File: src/rtl/card_pkg.sv
// Shared types, defaults and index folding for the card dealer.
//   dealer_state_t : dealer FSM states
//   DEFAULT_*      : default deck and LFSR configuration
//   fold_index     : maps a random word onto 0..deck_size-1
package card_pkg;

    typedef enum logic {
        IDLE  = 1'b0,
        PROBE = 1'b1
    } dealer_state_t;

    localparam int unsigned DEFAULT_DECK_SIZE  = 52;
    localparam int unsigned DEFAULT_RANKS      = 13;
    localparam int unsigned DEFAULT_LFSR_WIDTH = 16;
    localparam logic [15:0] DEFAULT_LFSR_TAPS  = 16'hB400;
    localparam logic [15:0] DEFAULT_SEED       = 16'hACE1;

    // Low idx_w bits, minus one deck if they overshoot. A single subtraction
    // suffices because the deck covers more than half the index space.
    function automatic int unsigned fold_index(input int unsigned x,
                                               input int unsigned idx_w,
                                               input int unsigned deck_size);
        int unsigned low;
        low = x & ((32'd1 << idx_w) - 32'd1);
        return (low < deck_size) ? low : (low - deck_size);
    endfunction

endpackage

File: src/rtl/lfsr_galois.sv
// Free-running Galois LFSR, shifting right with feedback mask TAPS.
//   i_clk   : clock, rising edge
//   i_rst_n : asynchronous active-low reset, loads SEED
//   o_state : current LFSR register (never zero for nonzero SEED)
module lfsr_galois
    import card_pkg::*;
#(
    parameter int unsigned         WIDTH = DEFAULT_LFSR_WIDTH,
    parameter logic [WIDTH-1:0]    TAPS  = DEFAULT_LFSR_TAPS,
    parameter logic [WIDTH-1:0]    SEED  = DEFAULT_SEED
) (
    input  logic             i_clk,
    input  logic             i_rst_n,
    output logic [WIDTH-1:0] o_state
);

    logic [WIDTH-1:0] state_q;
    logic [WIDTH-1:0] state_d;

    // One Galois step per cycle.
    assign state_d = (state_q >> 1) ^ (state_q[0] ? TAPS : '0);

    always_ff @(posedge i_clk or negedge i_rst_n) begin
        if (!i_rst_n) begin
            state_q <= SEED;
        end else begin
            state_q <= state_d;
        end
    end

    assign o_state = state_q;

endmodule

File: src/rtl/card_dealer_rng.sv
// Deals unique cards from a deck without replacement until shuffled.
//   i_clk, i_rst_n : clock and asynchronous active-low reset
//   i_request      : draw request, honoured only while idle
//   i_shuffle      : return every card to the deck, aborting any draw
//   o_valid        : one-cycle pulse with a newly dealt card
//   o_card/o_rank/o_suit : dealt card, held until the next deal
//   o_remaining, o_empty : undealt card count and deck-empty flag
//   o_busy         : draw in progress
//   o_err          : one-cycle pulse, request against an empty deck
module card_dealer_rng
    import card_pkg::*;
#(
    parameter int unsigned              DECK_SIZE  = DEFAULT_DECK_SIZE,
    parameter int unsigned              RANKS      = DEFAULT_RANKS,
    parameter int unsigned              LFSR_WIDTH = DEFAULT_LFSR_WIDTH,
    parameter logic [LFSR_WIDTH-1:0]    LFSR_TAPS  = DEFAULT_LFSR_TAPS,
    parameter logic [LFSR_WIDTH-1:0]    SEED       = DEFAULT_SEED,
    localparam int unsigned IDX_W  = $clog2(DECK_SIZE),
    localparam int unsigned RANK_W = ($clog2(RANKS) > 0) ? $clog2(RANKS) : 1,
    localparam int unsigned SUIT_W = ($clog2(DECK_SIZE / RANKS) > 0) ? $clog2(DECK_SIZE / RANKS) : 1,
    localparam int unsigned REM_W  = IDX_W + 1
) (
    input  logic              i_clk,
    input  logic              i_rst_n,
    input  logic              i_request,
    input  logic              i_shuffle,
    output logic              o_valid,
    output logic [IDX_W-1:0]  o_card,
    output logic [RANK_W-1:0] o_rank,
    output logic [SUIT_W-1:0] o_suit,
    output logic [REM_W-1:0]  o_remaining,
    output logic              o_empty,
    output logic              o_busy,
    output logic              o_err
);

    logic [LFSR_WIDTH-1:0] lfsr;
    logic [IDX_W-1:0]      fold_c;

    dealer_state_t         state_q, state_d;
    logic [IDX_W-1:0]      cand_q, cand_d;
    logic [DECK_SIZE-1:0]  used_q, used_d;
    logic [IDX_W-1:0]      card_q, card_d;
    logic [RANK_W-1:0]     rank_q, rank_d;
    logic [SUIT_W-1:0]     suit_q, suit_d;
    logic [REM_W-1:0]      rem_q, rem_d;
    logic                  empty_q, empty_d;
    logic                  valid_q, valid_d;
    logic                  busy_q, busy_d;
    logic                  err_q, err_d;

    lfsr_galois #(
        .WIDTH (LFSR_WIDTH),
        .TAPS  (LFSR_TAPS),
        .SEED  (SEED)
    ) u_lfsr (
        .i_clk   (i_clk),
        .i_rst_n (i_rst_n),
        .o_state (lfsr)
    );

    // Starting candidate for a new draw.
    assign fold_c = IDX_W'(fold_index(32'(lfsr), IDX_W, DECK_SIZE));

    // Dealer FSM: pick a random start, then probe linearly for a free card.
    always_comb begin
        state_d = state_q;
        cand_d  = cand_q;
        used_d  = used_q;
        card_d  = card_q;
        rank_d  = rank_q;
        suit_d  = suit_q;
        rem_d   = rem_q;
        empty_d = empty_q;
        valid_d = 1'b0;
        err_d   = 1'b0;

        case (state_q)
            IDLE: begin
                if (i_request) begin
                    if (empty_q) begin
                        err_d = 1'b1;
                    end else begin
                        cand_d  = fold_c;
                        state_d = PROBE;
                    end
                end
            end
            PROBE: begin
                if (!used_q[cand_q]) begin
                    used_d[cand_q] = 1'b1;
                    card_d  = cand_q;
                    rank_d  = RANK_W'(32'(cand_q) % RANKS);
                    suit_d  = SUIT_W'(32'(cand_q) / RANKS);
                    valid_d = 1'b1;
                    rem_d   = rem_q - REM_W'(1);
                    empty_d = (rem_q == REM_W'(1));
                    state_d = IDLE;
                end else begin
                    cand_d = (cand_q == IDX_W'(DECK_SIZE - 1)) ? '0 : cand_q + IDX_W'(1);
                end
            end
            default: state_d = IDLE;
        endcase

        // Shuffle overrides everything except the held card outputs.
        if (i_shuffle) begin
            used_d  = '0;
            rem_d   = REM_W'(DECK_SIZE);
            empty_d = 1'b0;
            state_d = IDLE;
            card_d  = card_q;
            rank_d  = rank_q;
            suit_d  = suit_q;
            valid_d = 1'b0;
            err_d   = 1'b0;
        end

        busy_d = (state_d == PROBE);
    end

    always_ff @(posedge i_clk or negedge i_rst_n) begin
        if (!i_rst_n) begin
            state_q <= IDLE;
            cand_q  <= '0;
            used_q  <= '0;
            card_q  <= '0;
            rank_q  <= '0;
            suit_q  <= '0;
            rem_q   <= REM_W'(DECK_SIZE);
            empty_q <= 1'b0;
            valid_q <= 1'b0;
            busy_q  <= 1'b0;
            err_q   <= 1'b0;
        end else begin
            state_q <= state_d;
            cand_q  <= cand_d;
            used_q  <= used_d;
            card_q  <= card_d;
            rank_q  <= rank_d;
            suit_q  <= suit_d;
            rem_q   <= rem_d;
            empty_q <= empty_d;
            valid_q <= valid_d;
            busy_q  <= busy_d;
            err_q   <= err_d;
        end
    end

    assign o_valid     = valid_q;
    assign o_card      = card_q;
    assign o_rank      = rank_q;
    assign o_suit      = suit_q;
    assign o_remaining = rem_q;
    assign o_empty     = empty_q;
    assign o_busy      = busy_q;
    assign o_err       = err_q;

endmodule
File: config.mk
export PLATFORM = sky130hd
export DESIGN_NAME = card_dealer_rng
export DESIGN_NICKNAME = d
export VERILOG_FILES = /design/src/rtl/card_pkg.sv /design/src/rtl/lfsr_galois.sv /design/src/rtl/card_dealer_rng.sv
export SDC_FILE = /design/constraint.sdc
export NUM_CORES = 1
export LEC_CHECK = 0
export CAP_MARGIN = 0
export CORE_MARGIN = 4
export CORE_UTILIZATION = 35
export DETAILED_ROUTE_END_ITERATION = 12
export GPL_TIMING_DRIVEN = 0
export PLACE_DENSITY_LB_ADDON = 0.2
export SYNTH_ARGS = -nofsm -noshare
export SYNTH_HDL_FRONTEND = slang
export SYNTH_SLANG_ARGS = --single-unit
File: constraint.sdc
create_clock -name i_clk -period 11.65 [get_ports i_clk]
set_input_delay 2.9125 -clock i_clk [delete_from_list [all_inputs] [get_ports i_clk]]
set_output_delay 2.9125 -clock i_clk [all_outputs]
set_load 0.01 [all_outputs]
# Word-level counts from Yosys, hierarchy flattened
# Cells that the tools add are included.
# classes
add_sub_neg	3
div	2
order_cmp	3
n_eq_ne	6
muxes	32
bitwise	5
n_reduce_logical	5
# op_table
cell	n
52-bit two-way mux	3
52-bit bitwise OR	1
6-bit by 4-bit divider with 32-bit output, second input constant	1
6-bit by 4-bit modulo with 32-bit output, second input constant	1
6-bit two-way mux	5
7-bit two-way mux	3
1-bit two-way mux	16
16-bit two-way mux	1
15-bit by 16-bit XOR with 16-bit output	1
6-bit one-hot mux with 2 select lines	1
7-bit by 1-bit equality test with 1-bit output, second input constant	1
6-bit by 7-bit < comparator with 1-bit output, second input constant	1
7-bit by 1-bit subtractor with 7-bit output, second input constant	1
6-bit by 1-bit adder with 6-bit output, second input constant	1
1-bit binary-select mux with 6-bit select	1
1-bit demux with 6-bit select	1
6-bit equality test, second input constant	1
6-bit by 1-bit >= comparator with 1-bit output, second input constant	1
6-bit < comparator, second input constant	1
2-bit != test, second input constant	3
3-bit AND reduction	2
6-bit subtractor, second input constant	1
1-bit inverter	3
2-bit by 1-bit != test with 1-bit output, second input constant	1
4 further kinds	4
# totals
regBits	97
inputBits	4

# Longest topological paths before layout
# depth
word_depth	8
depth_mapped	18
depth_no_buf	15

# Modules after synthesis
# From an unflattened synthesis, not the netlist that was laid out.
# hier_totals
hier_cells	472
hier_area_um2	4827.1
# modules_own_cells
mod	instances	cells_per_inst	area_per_inst_um2	seq_area_each_um2
card_dealer_rng	1	440	4292.9	2030.7
lfsr_galois	1	32	534.3	410.4

# Worst setup path after synthesis
# No wires, ideal clock.
# synth_timing
path_kind	input-to-reg
startpoint	input i_shuffle
endpoint	register used_q[15]
arrival_time_ps	3969
required_time_ps	11503
path_slack_ps	7534
stages	4
path_cell_list	clkbuf_1 clkbuf_1 clkbuf_1 o41ai_1
# synth_via
elab_chain_cells	2
# synth_rtl
element	line_no	rtl
start, declared	card_dealer_rng.sv:26	input logic i_shuffle,
2-bit != test (no source line) or 2-bit nonzero test (tied branches)	n/a	
2-bit AND reduction (no source line)	n/a	
end signal, assigned	card_dealer_rng.sv:138	used_q <= used_d;
end, declared	card_dealer_rng.sv:42	logic [DECK_SIZE-1:0] used_q, used_d;
# Parallel ways exist; a longest one is shown, timed or not.
# A chain may end at the register's enable or synchronous reset.

# Final worst setup path
# layout_timing
startpoint	register cand_q[2]
endpoint	register rank_q[3], in the netlist o_rank[3]
# layout_via
elab_chain_cells	4
# layout_rtl
element	line_no	rtl
start, declared	card_dealer_rng.sv:41	logic [IDX_W-1:0] cand_q, cand_d;
start signal, assigned	card_dealer_rng.sv:137	cand_q <= cand_d;
parallel branches: the longest is 4 deep, another holds 6-bit by 4-bit modulo with 32-bit output	n/a	
end signal, assigned	card_dealer_rng.sv:140	rank_q <= rank_d;
end, declared	card_dealer_rng.sv:44	logic [RANK_W-1:0] rank_q, rank_d;
# Parallel ways; which one is timed is not known. The select of a mux whose other input is x is not followed.

==> impl_metrics.ini <==
[status]
outcome = completed

[logic_synthesis]
ys.flop_type = dfrtp_1
synth_cells = 490
yosysMostFrequentCell = dfrtp_1
yosys.area_share.xor_xnor_pct = 1.26
synth.distinct_cells = 65
synthAdderAreaFrac_pct = 2.47
syn_area_per_cell_um2 = 11.4
synth_edf_count = 0
yosysTopAreaCell = dfrtp_1
yosys_warnings = 0
synth_compound_area_share_pct = 21.9
synth_top_family_by_area = compound AO/OA/AOI/OAI gates
synth_top_area_share_pct = 38.7
seq_area_frac_synth_pct = 43.9
synthSimpleGateAreaFrac_pct = 17.6
synth.area.mux_share_pct = 8.03
synth.area.top_cells = dfrtp_1, o41ai_2, nand2b_1, dfstp_2, mux2_2
synthTopCellsByCount = dfrtp_1, nand2b_1, o41ai_2
ys_ff_latch = 97
synthesis.area_mm2 = 0.00556
synthesis.nets = 505
async_flop_share_pct = 100

[place]
hpwl_um = 10300
place_congestion = 0.813
io_buffers = 25
dp.cells = 727

[layout]
instances_no_fill = 743
final_util_pct = 41.7
n_antenna_cell = 0
drive_gt1_share_pct = 22.6
fillers = 1461
num-nets-final = 542
area_growth_pct = 15.3

[setup_path]
startpoint_type = register
end_kind = register
crit_fanout = 10
timing.rr.start = cand_q[2]
rr_endpoint = o_rank[3]
crit_end = o_rank[3]
reg2reg_depth = 18
slowest_stage = a2111oi_0
required_ns = 11.88
slowest_delay_ns = 0.66
crit_chain = buf_4 -> buf_2 -> buf_2 -> nor3_1 -> a21oi_1 -> ha_1 -> nor4_1 -> a2111o_1 -> and2_1 -> clkbuf_1 -> xnor2_1 -> ha_1 -> nand2b_1 -> nand2_1 -> a2111oi_0 -> a211o_1 -> a31oi_1 -> o31ai_1
r2r_slack_ns = 6.82
critical_path_class = reg2reg
worstPathArrival_ns = 5.06
cp-startpoint = cand_q[2]

[detailed_routing]
wl_met2_um = 6820
vias = 4143
met1_length_um = 7040
wl_met3_um = 968
dr.pass1.iters = 4
vias_per_cell = 5.58
routed_wl_um = 15000
drtAntennaViolNets = 0
dr.first_iter.drc_count = 302
post_drt_wl_per_cell_um = 20.2
drc = 0
highest_layer = met4

[power]
power_mw = 0.852
sequentialPowerShare_pct = 42.3
intPower_mw = 0.590
p_per_area_mw_per_mm2 = 133
power_switching_mw = 0.263
combPwrFrac_pct = 20.7
clock_power_share_pct = 37.0
ir_drop_uv = 74.3
leakagePower_nw = 2.69
switching_share_pct = 30.8

[timing]
final.setup.tns_ns = 0
worstMarginPinSlew_ns = 0.715
fin_crit_ns = 4.83
final.period_utilization_pct = 41.5
hold_ws_ns = 0.356
setup_viol = 0
rsz0062_at_grt = no
hold_violations = 0
max_freq_mhz = 207
fin_skew_ns = 0.00886
finalMaxSlewViolations = 0
relSlewSlack_pct = 51.1

[cts]
htree_levels = 3
clk_pin_slew_ns = 0.07
insertion_delay_ns = 0.36
numCtsBuffers = 9
cts_resized = 0
clockBufferDepth = 2
cts_tree = built
cts-root-buf = clkbuf_16
cts.sinks = 97
cts_setup_buffers = 0
postCtsHoldBufs = 0

[floorplanning]
initial_utilization_pct = 36.2
io_pins = 27
die_w_um = 134
placementRows = 45
die-area_mm2 = 0.0180
chipHeight_um = 134
core_area_mm2 = 0.0154

[flow_run]
cap_violations = 0

[global_route]
grt.total_usage_pct = 17.3
grt_overflow_total = 0
grt_max_degree = 71
antenna_found_initial = 0
grt_pass1_wl_um = 24200
grt_pass1_vias = 4233

[hold_path]
worstHoldPathType = reg2reg
==> worst max-delay path, delay by kind of cell (launching register included) <==
kind	cells	cell delay, ns
xor gates and xnor gates	1	0.22
DFF	1	0.54
AOI/OAI and AO/OA	6	2.00
adders and majority gates	2	0.46
and+or+nand+nor	5	0.52
buffers and inverters	4	0.96
==> sequential cells by signal, summed over array words and instances, names as in the netlist <==
signal,flops
used_q,52
u_lfsr.o_state,16
o_remaining,7
cand_q,6
o_card,6
o_rank,4
o_suit,2
o_busy,1
o_empty,1
o_err,1
o_valid,1
==> final cells by class <==
class	count	area [µm²]	share of cell area [%]
Inverter	14	52.6	0.819
Clock inverter	6	75.1	1.17
Clock buffer	10	239	3.72
Timing Repair Buffer	26	275	4.29
Multi-Input combinational cell	336	2860	44.5
Buffer	43	214	3.33
Sequential cell	97	2440	38.0
Tap cell	211	264	4.11
==> routing by layer <==
layer,global-route usage [%],vias up
li1,-,1915
met1,24.0,2113
met2,27.1,105
met3,4.09,10
met4,4.92,0
met5,0,-
==> stage by stage <==
step                setup WS [ns]  cell area (µm²)
floorplan                    7.53             5560
global placement             3.92             6080
detailed placement           6.76             6100
CTS                          6.91             6420
global route                 6.60             6420
finish                       6.82             6420
==> kinds of logic after synthesis <==
group / count (synthesis)
flip-flops: 97
XOR/XNOR: 8
adder cells (fa/ha/maj): 11
multiplexers: 36
buffers and inverters: 57
AO/OA/AOI/OAI: 120
AND/OR/NAND/NOR: 161
==> worst min path at each step <==
stage                             startpoint            endpoint  slack (ns)  depth (start not counted)
after floorplan            u_lfsr.o_state[9]   u_lfsr.o_state[8]        0.33                          0
after global placement    u_lfsr.o_state[12]  u_lfsr.o_state[11]        0.34                          0
after detailed placement   u_lfsr.o_state[9]   u_lfsr.o_state[8]        0.34                          0
after CTS                 u_lfsr.o_state[12]  u_lfsr.o_state[11]        0.36                          0
after global routing       u_lfsr.o_state[7]   u_lfsr.o_state[6]        0.37                          0
final                     u_lfsr.o_state[12]  u_lfsr.o_state[11]        0.36                          0
==> layout by cell type, fill, tap and decap left out, types with 4 or more instances in the layout <==
master / Yosys / layout
nand3_1: 7 / 7
a211oi_1: 6 / 6
clkdlybuf4s50_1: 0 / 24
xor2_1: 4 / 4
nand2b_1: 59 / 59
nor3_1: 6 / 6
dfstp_2: 11 / 11
a21oi_1: 10 / 10
nor2_1: 8 / 8
ha_1: 11 / 11
buf_2: 12 / 12
and3b_1: 4 / 4
nand3b_1: 8 / 8
or3_1: 4 / 4
a31oi_1: 10 / 10
o41ai_1: 13 / 13
nor4_1: 4 / 4
nor3b_1: 5 / 5
mux4_2: 5 / 5
buf_6: 4 / 4
or4_1: 4 / 4
inv_1: 12 / 12
nor2b_1: 7 / 7
mux2_2: 14 / 14
o31ai_1: 7 / 7
nand4_1: 4 / 4
mux2i_1: 15 / 15
dfrtp_1: 86 / 86
clkbuf_16: 0 / 9
nand2_1: 25 / 25
o21ai_0: 11 / 11
o41ai_2: 38 / 38
xnor2_1: 4 / 4
clkbuf_1: 23 / 23
==> power groups by stage <==
stage	Sequential (mW)	Clock [mW]	Combinational, mW
final	0.360	0.315	0.177
after global placement	0.366	0	0.175
after floorplan	0.368	0	0.105
after detailed placement	0.366	0	0.177
after global routing	0.362	0.337	0.192
after CTS	0.360	0.324	0.178
Note: power is estimated with default switching activity, not from simulation.
